$ cat config.mk
export PLATFORM = sky130hd
export DESIGN_NAME = morse_tx
export DESIGN_NICKNAME = d
export VERILOG_FILES = /design/src/rtl/morse_pkg.sv /design/src/rtl/morse_unit_timer.sv /design/src/rtl/morse_tx.sv
export SDC_FILE = /design/constraint.sdc
export NUM_CORES = 1
export LEC_CHECK = 0
export BUFFER_PORTS_ARGS = -buffer_cell sky130_fd_sc_hd__buf_2
export CORE_ASPECT_RATIO = 1.4
export CORE_UTILIZATION = 50
export CTS_CLUSTER_SIZE = 25
export DETAILED_ROUTE_END_ITERATION = 6
export PLACE_DENSITY = 0.64
export SLEW_MARGIN = 0
export SYNTH_ARGS = -nofsm -noshare
export SYNTH_HDL_FRONTEND = slang
export SYNTH_SLANG_ARGS = --single-unit
$ cat constraint.sdc
create_clock -name clk_i -period 4.7 [get_ports clk_i]
set_input_delay 0.94 -clock clk_i [delete_from_list [all_inputs] [get_ports clk_i]]
set_output_delay 0.94 -clock clk_i [all_outputs]
set_load 0.02 [all_outputs]
$ cat src/rtl/morse_pkg.sv
// ============================================================================
// Module      : morse_pkg
// Description : Shared definitions for the Morse letter transmitter:
//               FSM state type, letter/symbol constants and the ITU A-Z
//               code table (code bit 0 is the first symbol, 1 = dash).
// Ports       : none (package)
// Revision    : 1.0 - initial release
// ============================================================================
`default_nettype none

package morse_pkg;

  typedef enum logic [1:0] {
    ST_IDLE  = 2'd0,
    ST_MARK  = 2'd1,
    ST_SPACE = 2'd2
  } state_t;

  localparam int LETTER_MAX     = 25;
  localparam int MAX_SYMBOLS    = 4;
  localparam int WORD_GAP_UNITS = 7;

  typedef struct packed {
    logic [2:0] len;   // number of symbols, 1..4
    logic [3:0] code;  // bit i = symbol i, 1 = dash
  } morse_entry_t;

  function automatic morse_entry_t morse_lookup(input logic [4:0] idx);
    morse_entry_t e;
    case (idx)
      5'd0:    e = '{3'd2, 4'b0010}; // A .-
      5'd1:    e = '{3'd4, 4'b0001}; // B -...
      5'd2:    e = '{3'd4, 4'b0101}; // C -.-.
      5'd3:    e = '{3'd3, 4'b0001}; // D -..
      5'd4:    e = '{3'd1, 4'b0000}; // E .
      5'd5:    e = '{3'd4, 4'b0100}; // F ..-.
      5'd6:    e = '{3'd3, 4'b0011}; // G --.
      5'd7:    e = '{3'd4, 4'b0000}; // H ....
      5'd8:    e = '{3'd2, 4'b0000}; // I ..
      5'd9:    e = '{3'd4, 4'b1110}; // J .---
      5'd10:   e = '{3'd3, 4'b0101}; // K -.-
      5'd11:   e = '{3'd4, 4'b0010}; // L .-..
      5'd12:   e = '{3'd2, 4'b0011}; // M --
      5'd13:   e = '{3'd2, 4'b0001}; // N -.
      5'd14:   e = '{3'd3, 4'b0111}; // O ---
      5'd15:   e = '{3'd4, 4'b0110}; // P .--.
      5'd16:   e = '{3'd4, 4'b1011}; // Q --.-
      5'd17:   e = '{3'd3, 4'b0010}; // R .-.
      5'd18:   e = '{3'd3, 4'b0000}; // S ...
      5'd19:   e = '{3'd1, 4'b0001}; // T -
      5'd20:   e = '{3'd3, 4'b0100}; // U ..-
      5'd21:   e = '{3'd4, 4'b1000}; // V ...-
      5'd22:   e = '{3'd3, 4'b0110}; // W .--
      5'd23:   e = '{3'd4, 4'b1001}; // X -..-
      5'd24:   e = '{3'd4, 4'b1101}; // Y -.--
      5'd25:   e = '{3'd4, 4'b0011}; // Z --..
      default: e = '{3'd0, 4'b0000};
    endcase
    return e;
  endfunction

endpackage

`default_nettype wire

$ cat src/rtl/morse_unit_timer.sv
// ============================================================================
// Module      : morse_unit_timer
// Description : Phase timer. A load of N in the cycle before a phase makes
//               expire_o assert in the N-th (final) cycle of that phase.
//               The counter parks at zero and never wraps.
// Ports       : clk_i    - clock
//               rst_ni   - asynchronous active-low reset (clears count)
//               load_i   - load count_i for the phase starting next cycle
//               count_i  - phase length in cycles (>= 1)
//               expire_o - high in the final cycle of the loaded phase
// Revision    : 1.0 - initial release
// ============================================================================
`default_nettype none

module morse_unit_timer #(
  parameter int WIDTH = 8
) (
  input  logic             clk_i,
  input  logic             rst_ni,
  input  logic             load_i,
  input  logic [WIDTH-1:0] count_i,
  output logic             expire_o
);

  logic [WIDTH-1:0] r_cnt;

  always_ff @(posedge clk_i or negedge rst_ni) begin
    if (!rst_ni) begin
      r_cnt <= '0;
    end else if (load_i) begin
      // Phase begins next cycle, so the first phase cycle sees N-1.
      r_cnt <= count_i - WIDTH'(1);
    end else if (r_cnt != '0) begin
      r_cnt <= r_cnt - WIDTH'(1);
    end
  end

  assign expire_o = (r_cnt == '0);

endmodule

`default_nettype wire

$ cat src/rtl/morse_tx.sv
// ============================================================================
// Module      : morse_tx
// Description : Single-letter Morse transmitter. A rising edge on start_i
//               latches SW_i (0=A..25=Z) and plays the letter on led_o.
//               Optional build macro MORSE_BEACON_EN: after each letter a
//               7-unit word gap follows and the latched letter repeats until
//               abort_i or reset.
// Ports       : clk_i   - clock (rising edge)
//               rst_ni  - asynchronous active-low reset
//               SW_i    - letter index, sampled only on the start edge
//               start_i - rising edge requests a transmission
//               abort_i - level, cancels transmission (beats start)
//               led_o   - 1 during a mark
//               busy_o  - 1 while transmitting
//               done_o  - 1-cycle pulse at letter completion
//               err_o   - 1-cycle pulse on a start with index > 25
// Revision    : 1.0 - initial release
// ============================================================================
`default_nettype none

module morse_tx
  import morse_pkg::*;
#(
  parameter int UNIT_CYCLES = 25000000,
  parameter int DASH_UNITS  = 3,
  parameter int GAP_UNITS   = 1
) (
  input  logic       clk_i,
  input  logic       rst_ni,
  input  logic [4:0] SW_i,
  input  logic       start_i,
  input  logic       abort_i,
  output logic       led_o,
  output logic       busy_o,
  output logic       done_o,
  output logic       err_o
);

  localparam int c_dash_cyc = DASH_UNITS * UNIT_CYCLES;
  localparam int c_gap_cyc  = GAP_UNITS * UNIT_CYCLES;
`ifdef MORSE_BEACON_EN
  localparam int c_word_cyc  = WORD_GAP_UNITS * UNIT_CYCLES;
  localparam int c_space_max = (c_gap_cyc > c_word_cyc) ? c_gap_cyc : c_word_cyc;
`else
  localparam int c_space_max = c_gap_cyc;
`endif
  // Timer covers the dash and also any longer space so no phase wraps.
  localparam int c_phase_max = (c_dash_cyc > c_space_max) ? c_dash_cyc : c_space_max;
  localparam int c_tw        = $clog2(c_phase_max + 1);
  localparam int c_sym_w     = $clog2(MAX_SYMBOLS);

  localparam logic [c_tw-1:0] c_dot_len  = c_tw'(UNIT_CYCLES);
  localparam logic [c_tw-1:0] c_dash_len = c_tw'(c_dash_cyc);
  localparam logic [c_tw-1:0] c_gap_len  = c_tw'(c_gap_cyc);
`ifdef MORSE_BEACON_EN
  localparam logic [c_tw-1:0] c_word_len = c_tw'(c_word_cyc);
`endif

  state_t               r_state, w_state_nxt;
  logic                 r_start_d, r_start_arm;
  logic [3:0]           r_code;
  logic [2:0]           r_len;
  logic [c_sym_w-1:0]   r_sym, w_sym_nxt, w_sym_adv;
  logic                 r_done, w_done_nxt;
  logic                 r_err, w_err_nxt;
  logic                 r_word, w_word_nxt;
  logic                 w_latch;
  logic                 w_load;
  logic [c_tw-1:0]      w_load_val;
  logic                 w_expire;
  logic                 w_start_edge;
  logic                 w_last_sym;
  morse_entry_t         w_entry;

  // r_start_arm stays low until start_i has been seen low after reset, so a
  // start held high across reset release is not taken as an edge.
  assign w_start_edge = start_i & ~r_start_d & r_start_arm;
  assign w_entry      = morse_lookup(SW_i);
  assign w_last_sym   = ({1'b0, r_sym} == (r_len - 3'd1));
  // After a word gap the letter restarts from its first symbol.
  assign w_sym_adv    = r_word ? '0 : r_sym + c_sym_w'(1);

  morse_unit_timer #(
    .WIDTH(c_tw)
  ) u_timer (
    .clk_i   (clk_i),
    .rst_ni  (rst_ni),
    .load_i  (w_load),
    .count_i (w_load_val),
    .expire_o(w_expire)
  );

  always_ff @(posedge clk_i or negedge rst_ni) begin
    if (!rst_ni) begin
      r_state <= ST_IDLE;
    end else begin
      r_state <= w_state_nxt;
    end
  end

  always_comb begin
    w_state_nxt = r_state;
    w_load      = 1'b0;
    w_load_val  = '0;
    w_latch     = 1'b0;
    w_sym_nxt   = r_sym;
    w_done_nxt  = 1'b0;
    w_err_nxt   = 1'b0;
    w_word_nxt  = r_word;
    case (r_state)
      ST_IDLE: begin
        if (!abort_i && w_start_edge) begin
          if (SW_i > 5'(LETTER_MAX)) begin
            w_err_nxt = 1'b1;
          end else begin
            w_latch     = 1'b1;
            w_state_nxt = ST_MARK;
            w_sym_nxt   = '0;
            w_word_nxt  = 1'b0;
            w_load      = 1'b1;
            w_load_val  = w_entry.code[0] ? c_dash_len : c_dot_len;
          end
        end
      end
      ST_MARK: begin
        if (abort_i) begin
          w_state_nxt = ST_IDLE;
          w_word_nxt  = 1'b0;
        end else if (w_expire) begin
          if (w_last_sym) begin
            w_done_nxt  = 1'b1;
`ifdef MORSE_BEACON_EN
            w_state_nxt = ST_SPACE;
            w_word_nxt  = 1'b1;
            w_load      = 1'b1;
            w_load_val  = c_word_len;
`else
            w_state_nxt = ST_IDLE;
`endif
          end else begin
            w_state_nxt = ST_SPACE;
            w_word_nxt  = 1'b0;
            w_load      = 1'b1;
            w_load_val  = c_gap_len;
          end
        end
      end
      ST_SPACE: begin
        if (abort_i) begin
          w_state_nxt = ST_IDLE;
          w_word_nxt  = 1'b0;
        end else if (w_expire) begin
          w_state_nxt = ST_MARK;
          w_sym_nxt   = w_sym_adv;
          w_word_nxt  = 1'b0;
          w_load      = 1'b1;
          w_load_val  = r_code[w_sym_adv] ? c_dash_len : c_dot_len;
        end
      end
      default: begin
        w_state_nxt = ST_IDLE;
      end
    endcase
  end

  always_ff @(posedge clk_i or negedge rst_ni) begin
    if (!rst_ni) begin
      r_start_d   <= 1'b0;
      r_start_arm <= 1'b0;
      r_code      <= '0;
      r_len       <= '0;
      r_sym       <= '0;
      r_done      <= 1'b0;
      r_err       <= 1'b0;
      r_word      <= 1'b0;
    end else begin
      r_start_d   <= start_i;
      r_start_arm <= r_start_arm | ~start_i;
      if (w_latch) begin
        r_code <= w_entry.code;
        r_len  <= w_entry.len;
      end
      r_sym  <= w_sym_nxt;
      r_done <= w_done_nxt;
      r_err  <= w_err_nxt;
      r_word <= w_word_nxt;
    end
  end

  assign led_o  = (r_state == ST_MARK);
  assign busy_o = (r_state != ST_IDLE);
  assign done_o = r_done;
  assign err_o  = r_err;

endmodule

`default_nettype wire

# Word-level counts from Yosys, hierarchy flattened
# Memories as Yosys holds them, arrays and structs flattened.
# Cells that the tools add are included.
[totals] out_inout_bits=4 in_bits=9 mem_bits_ro=224 n_memories=1 word_cells=96 reg_bits=43
[memory_table] name="(no name shown)" depth=32 word_bits=7 read_ports=1 rd_ports_with_merged_regs=0 write_ports=0 line="morse_pkg.sv:30" text="case (idx)"
[classes] bitwise_logic=5 mux=52 n_lt_le_gt_ge=2 n_eq_ne=10 addsub=4 reduce_logical=12
[op_table] cell="2-to-1 mux 27 bit" count=8
[op_table] cell="one-hot mux 27 bit (3 select lines)" count=1
[op_table] cell="2-to-1 mux 25 bit" count=3
[op_table] cell="subtractor 27 x 1 -> 27 bit (second input constant)" count=2
[op_table] cell="logical NOT 27 bit" count=1
[op_table] cell="nonzero test 27 bit" count=1
[op_table] cell="2-to-1 mux 2 bit" count=12
[op_table] cell="2-to-1 mux 1 bit" count=23
[op_table] cell="!= test 2 bit (second input constant)" count=3
[op_table] cell="!= test 3 x 2 -> 1 bit (second input constant)" count=2
[op_table] cell="one-hot mux 1 bit (3 select lines)" count=2
[op_table] cell="one-hot mux 2 bit (3 select lines)" count=1
[op_table] cell="AND reduction 6 bit" count=1
[op_table] cell="nonzero test 2 bit" count=3
[op_table] cell="greater-than comparator 5 bit (second input constant)" count=1
[op_table] cell="AND reduction 5 bit" count=1
[op_table] cell="one-hot mux 2 bit (2 select lines)" count=1
[op_table] cell="AND reduction 4 bit" count=1
[op_table] cell="equality test 2 x 3 -> 1 bit" count=1
[op_table] cell="less-than comparator 2 x 3 -> 1 bit (second input constant)" count=1
[op_table] cell="!= test 3 bit (second input constant)" count=1
[op_table] cell="nonzero test 3 bit" count=1
[op_table] cell="subtractor 3 x 1 -> 3 bit (second input constant)" count=1
[op_table] cell="adder 2 x 1 -> 2 bit (second input constant)" count=1
[op_table] cell="other kinds (10)" count=12

# Longest topological paths before layout
[logic_depth] ltp_word=10 mapped_depth=16 mapped_depth_nobuf=14

# Cells and area by module
# Synthesis repeated with hierarchy kept, for this count alone.
[unflattened] cells_unflattened=340 hier_area_um2=3306.9
[modules_own_cells] module="morse_unit_timer" area_each_um2=2172.1 cells_each=223 seq_area_each_um2=675.6 n_inst=1
[modules_own_cells] module="morse_tx" area_each_um2=1134.8 cells_each=117 seq_area_each_um2=375.4 n_inst=1

# Worst setup path after synthesis
# OpenSTA, ideal clock, no wires.
[synth_timing] path_type="in2reg" from="input SW_i[1]" to="register u_timer.r_cnt[16]" slack_ns=1.117 required_ns=4.571 path_buffers=2 cell_stages=16 arrival_time_ns=3.454 setup_time_ns=0.129 path_cell_list="inv_1 > ha_1 > nor2b_1 > nor3_1 > or2_2 > buf_2 > o31a_4 > buf_6 > nand2_1 > ha_1 > nor2b_1 > nand4_1 > or2_2 > nor3_1 > xnor2_1 > o21ai_0"
[synth_between] elab_chain_len=7 word_cells_on_any_way=12 classes_between="add/sub: 1; order compare: 1; mux: 8; reduce/logical: 1; memory: 1"
[synth_rtl] element="start: declaration" line="morse_tx.sv:30" text="input logic [4:0] SW_i,"
[synth_rtl] element="memory (32 x 7 bit)"
[synth_rtl] element="2-to-1 mux 27 bit" line="morse_tx.sv:121" text="w_load_val = w_entry.code[0] ? c_dash_len : c_dot_len;"
[synth_rtl] element="2-to-1 mux 27 bit" line="morse_tx.sv:113" text="if (SW_i > 5'(LETTER_MAX)) begin"
[synth_rtl] element="2-to-1 mux 27 bit" line="morse_tx.sv:112" text="if (!abort_i && w_start_edge) begin"
[synth_rtl] element="one-hot mux 27 bit (3 select lines)" line="morse_tx.sv:110" text="case (r_state)"
[synth_rtl] element="subtractor 27 x 1 -> 27 bit" line="morse_unit_timer.sv:32" text="r_cnt <= count_i - WIDTH'(1);"
[synth_rtl] element="2-to-1 mux 27 bit" line="morse_unit_timer.sv:30" text="end else if (load_i) begin"
[synth_rtl] element="end signal: assignment" line="morse_unit_timer.sv:32"
[synth_rtl] element="end signal: assignment" line="morse_unit_timer.sv:34" text="r_cnt <= r_cnt - WIDTH'(1);"
[synth_rtl] element="end: declaration" line="morse_unit_timer.sv:25" text="logic [WIDTH-1:0] r_cnt;"
# Parallel ways exist; a longest one is shown, timed or not.
# A chain may end at the register's enable or synchronous reset.

# Final worst setup path
[layout_timing] from="register u_timer.r_cnt[4]" to="register u_timer.r_cnt[16]"
[layout_between] elab_chain_len=6 word_cells_on_any_way=17 classes_between="add/sub: 2; mux: 12; reduce/logical: 3"
[layout_rtl] element="logical NOT 27 bit" line="morse_unit_timer.sv:38" text="assign expire_o = (r_cnt == '0);"
[layout_rtl] element="2-to-1 mux 27 bit or 2-to-1 mux 25 bit (tied branches)" line="morse_tx.sv:152, morse_tx.sv:129"
[layout_rtl] element="2-to-1 mux 27 bit or 2-to-1 mux 25 bit (tied branches)" line="morse_tx.sv:149, morse_tx.sv:126"
[layout_rtl] element="one-hot mux 27 bit (3 select lines)" line="morse_tx.sv:110"
[layout_rtl] element="subtractor 27 x 1 -> 27 bit" line="morse_unit_timer.sv:32"
[layout_rtl] element="2-to-1 mux 27 bit" line="morse_unit_timer.sv:30"
# Parallel ways exist; a longest one is shown, timed or not. The select of a mux whose other input is x is not followed.

==> metrics <==
outcome=finished clean; Data required, critical path=4.87 ns; CTS Buf Count=5; Final Non-Filler Cells=roughly 360; diode count=0; Cell variety after synth=53; largest net degree at the start of global routing=43; I/O Pins=13; total global-route track usage=22.1%; final setup vio count=0; static leakage=around 1.1 nW; H-tree depth=2; core area=5160 um^2; r2r worst-path depth=12; CTS root buf=clkbuf_8; Post-synth EDFFs=0; vias in the first global route=a little over 2000; first-pass GRT wire length=between 9000 and 10000 um; worst path arrival time=4.16 ns; Rows=31; Setup WS pre-CTS=0.767 ns; min-delay worst type=reg -> reg; Register-to-Register Setup Slack=roughly 0.71 ns; max-slew violation count=0; max_slew headroom=a little under a third; synth top area cells=dfrtp_1 40%, nand2_1 5.2%, nor2_1 4.7%; Post-Syn Area=around 2700 um^2; critical hold path startpoint=r_start_arm; die area=between 5000 and 6000 um^2; Final Hold Slack=0.469 ns; Clock Latency Late Sink=0.31 ns; initial antenna violation count=0; slew of the pin with the lowest slew margin=just over 1 ns; Cells after Synth=291; Setup TNS=0 ns; worst hold path cell count=1; layout cells sized above 1=13.1%; DR vias=~2100; Seq/Total Area, Yosys=roughly 40%; Setup CP Type=reg -> reg; crit share post-route=84.9%; drt total wl=5640 um; DRC=0; RSZ-0062 raised after global routing=no; drt wl/cell=15.5 um; Worst Setup Start Kind=flip-flop; yosys warns=0; Hold EP=r_start_arm; Die X=between 60 and 70 um; Power Density=about 350 nW/um^2; fmax=~0.25 GHz; final net count=313; Layout area overhead=6.11%; setup ws final=slightly above 0.7 ns; Post-DP HPWL=just over 4000 um; MaxCap Viol Count=0; CTS tree=built; vias per inst=5.87; sequential cell area=around 1100 um^2; total iterations of the first detailed-routing run=4; Crit. End Element=flip-flop; Initial Util=between 50% and 60%; Post-CTS Setup Inserts=0; Mapped Nets=around 300; Final Hold Vio Count=0; CTS clk-pin slew, worst paths=approximately 0.10 ns; FFs w/ async S/R, synth=100%; PortBufs=12; Synth Area per Inst=9.14 um^2; RR Startpoint=u_timer.r_cnt[4]; Fin Clk Skew=approximately 0.015 ns; CTS Buffer Depth=2; Initial DRC Count=127; #FFs+latches synth=42; CP Max Fanout=19; Multi-input gate area=1500 um^2; clk sink count=42; fillers=slightly below 500; Hold-fix buffers, CTS=0; Cell Count Post-Placement=~360; Max VDD drop=roughly 170 uV; Yosys top cell area share=approximately two fifths; RePlAce Congestion=0.820; Die H=88.3 um; post-CTS resize count=0; Synth Flop Type=dfrtp_1; antenna-violating nets left=0; total grt overflow=0; dominant cell type by area after synthesis=dfrtp_1; r2r endpoint=u_timer.r_cnt[16]; post-layout min period=3.99 ns
cells in the mapped netlist, drive strengths merged, types with 2 or more instances:
master	count
nor2b	5
o32a	2
nand4	5
nor2	34
a21oi	18
xnor2	14
a2111oi	2
o31ai	2
clkbuf	5
nand2	37
mux4	4
a211oi	5
o31a	2
buf	9
or3	4
nor3	10
xor2	7
nor4	14
o21ai	25
nand3	3
ha	7
o311ai	3
nand2b	6
or2	4
nand4b	2
dfrtp	42
inv	6
stage by stage:
| stage | area [um^2] | util [%] | power [mW] |
|---|---|---|---|
| finish | 2820 | 54.7 | 1.00 |
| floorplan | 2660 | - | 0.690 |
| global route | 2820 | 54.7 | 1.07 |
| detailed placement | 2730 | 52.8 | 0.755 |
| CTS | 2820 | 54.7 | 1.01 |
| global placement | 2730 | 52.8 | 0.749 |
worst max-delay path: stages, from the launching register on:
cell and delay, ns:
dfrtp_1 0.46, nor4_4 0.35, nand4b_1 0.27, or3_1 0.67, o31a_4 0.53, nand2_1 0.10, ha_1 0.31, nor2b_1 0.17
nand4_1 0.21, or2_2 0.37, nor3_1 0.18, xnor2_1 0.14, o21ai_0 0.08
cells by family (layout without fill, tap and decap cells):
group,after synthesis,in the layout,share of synthesized area [%]
compound gates,67,67,16.8
xor+xnor,21,21,6.91
fa+ha+maj,7,7,3.29
buf+inv,20,27,4.05
flops,42,42,39.5
mux,4,4,3.39
simple gates,130,130,26.0
metal layers:
layer / track usage, % / vias up / part of all wire, %
li1: - / 1054 / -
met5: 0 / - / 0
met4: 9.09 / 0 / 2.7
met3: 3.61 / 15 / 2.7
met2: 39.4 / 46 / 52
met1: 26.4 / 1023 / 42
cell type report:
| cell class | count | area share [%] |
|---|---|---|
| flip-flops and latches | 42 | 37.2 |
| well taps | 66 | 2.93 |
| clock buffers | 5 | 2.44 |
| repair buffers | 13 | 2.39 |
| clock inverters | 3 | 1.02 |
| multi-input cells | 229 | 53.2 |
| inverters | 6 | 0.798 |
state kept, by name (all words and copies together) (netlist names):
register       cells
r_sym              2
r_code             4
done_o             1
err_o              1
r_state            2
u_timer.r_cnt     27
r_len              3
r_start_d          1
r_start_arm        1
where the power goes:
part / total [mW] / internal [mW] / switching, mW
combinational: 0.239 / 0.109 / 0.130
clock: 0.253 / 0.111 / 0.142
sequential: 0.508 / 0.430 / 0.0789
total: 1.00 / 0.650 / 0.351
worst max path at each step:
stage                       from                end  cells after the start
3_5_place_dp   u_timer.r_cnt[10]  u_timer.r_cnt[16]                     12
4_1_cts         u_timer.r_cnt[4]  u_timer.r_cnt[16]                     12
3_3_place_gp   u_timer.r_cnt[10]  u_timer.r_cnt[16]                     12
5_1_grt        u_timer.r_cnt[10]  u_timer.r_cnt[22]                     12
6_report        u_timer.r_cnt[4]  u_timer.r_cnt[16]                     12
2_1_floorplan            SW_i[1]  u_timer.r_cnt[16]                     16
placed cells by master, fill, tap and decap left out, types with 2 or more instances in the layout:
| master | netlist | final |
|---|---|---|
| nor2_1 | 33 | 33 |
| xor2_1 | 7 | 7 |
| nor4_1 | 11 | 11 |
| nand4b_1 | 2 | 2 |
| or3_1 | 4 | 4 |
| or2_2 | 4 | 4 |
| nand2_1 | 37 | 37 |
| o32a_1 | 2 | 2 |
| inv_1 | 6 | 6 |
| ha_1 | 7 | 7 |
| o21ai_0 | 24 | 24 |
| nor4_4 | 3 | 3 |
| o311ai_0 | 2 | 2 |
| xnor2_1 | 14 | 14 |
| clkbuf_8 | 0 | 5 |
| mux4_2 | 4 | 4 |
| a211oi_1 | 5 | 5 |
| buf_2 | 2 | 12 |
| nand3_1 | 2 | 2 |
| nor3_1 | 9 | 9 |
| a21oi_1 | 18 | 18 |
| nand4_1 | 5 | 5 |
| nand2b_1 | 6 | 6 |
| nor2b_1 | 5 | 5 |
| dfrtp_1 | 42 | 42 |
Note: power is estimated with default switching activity, not from simulation.
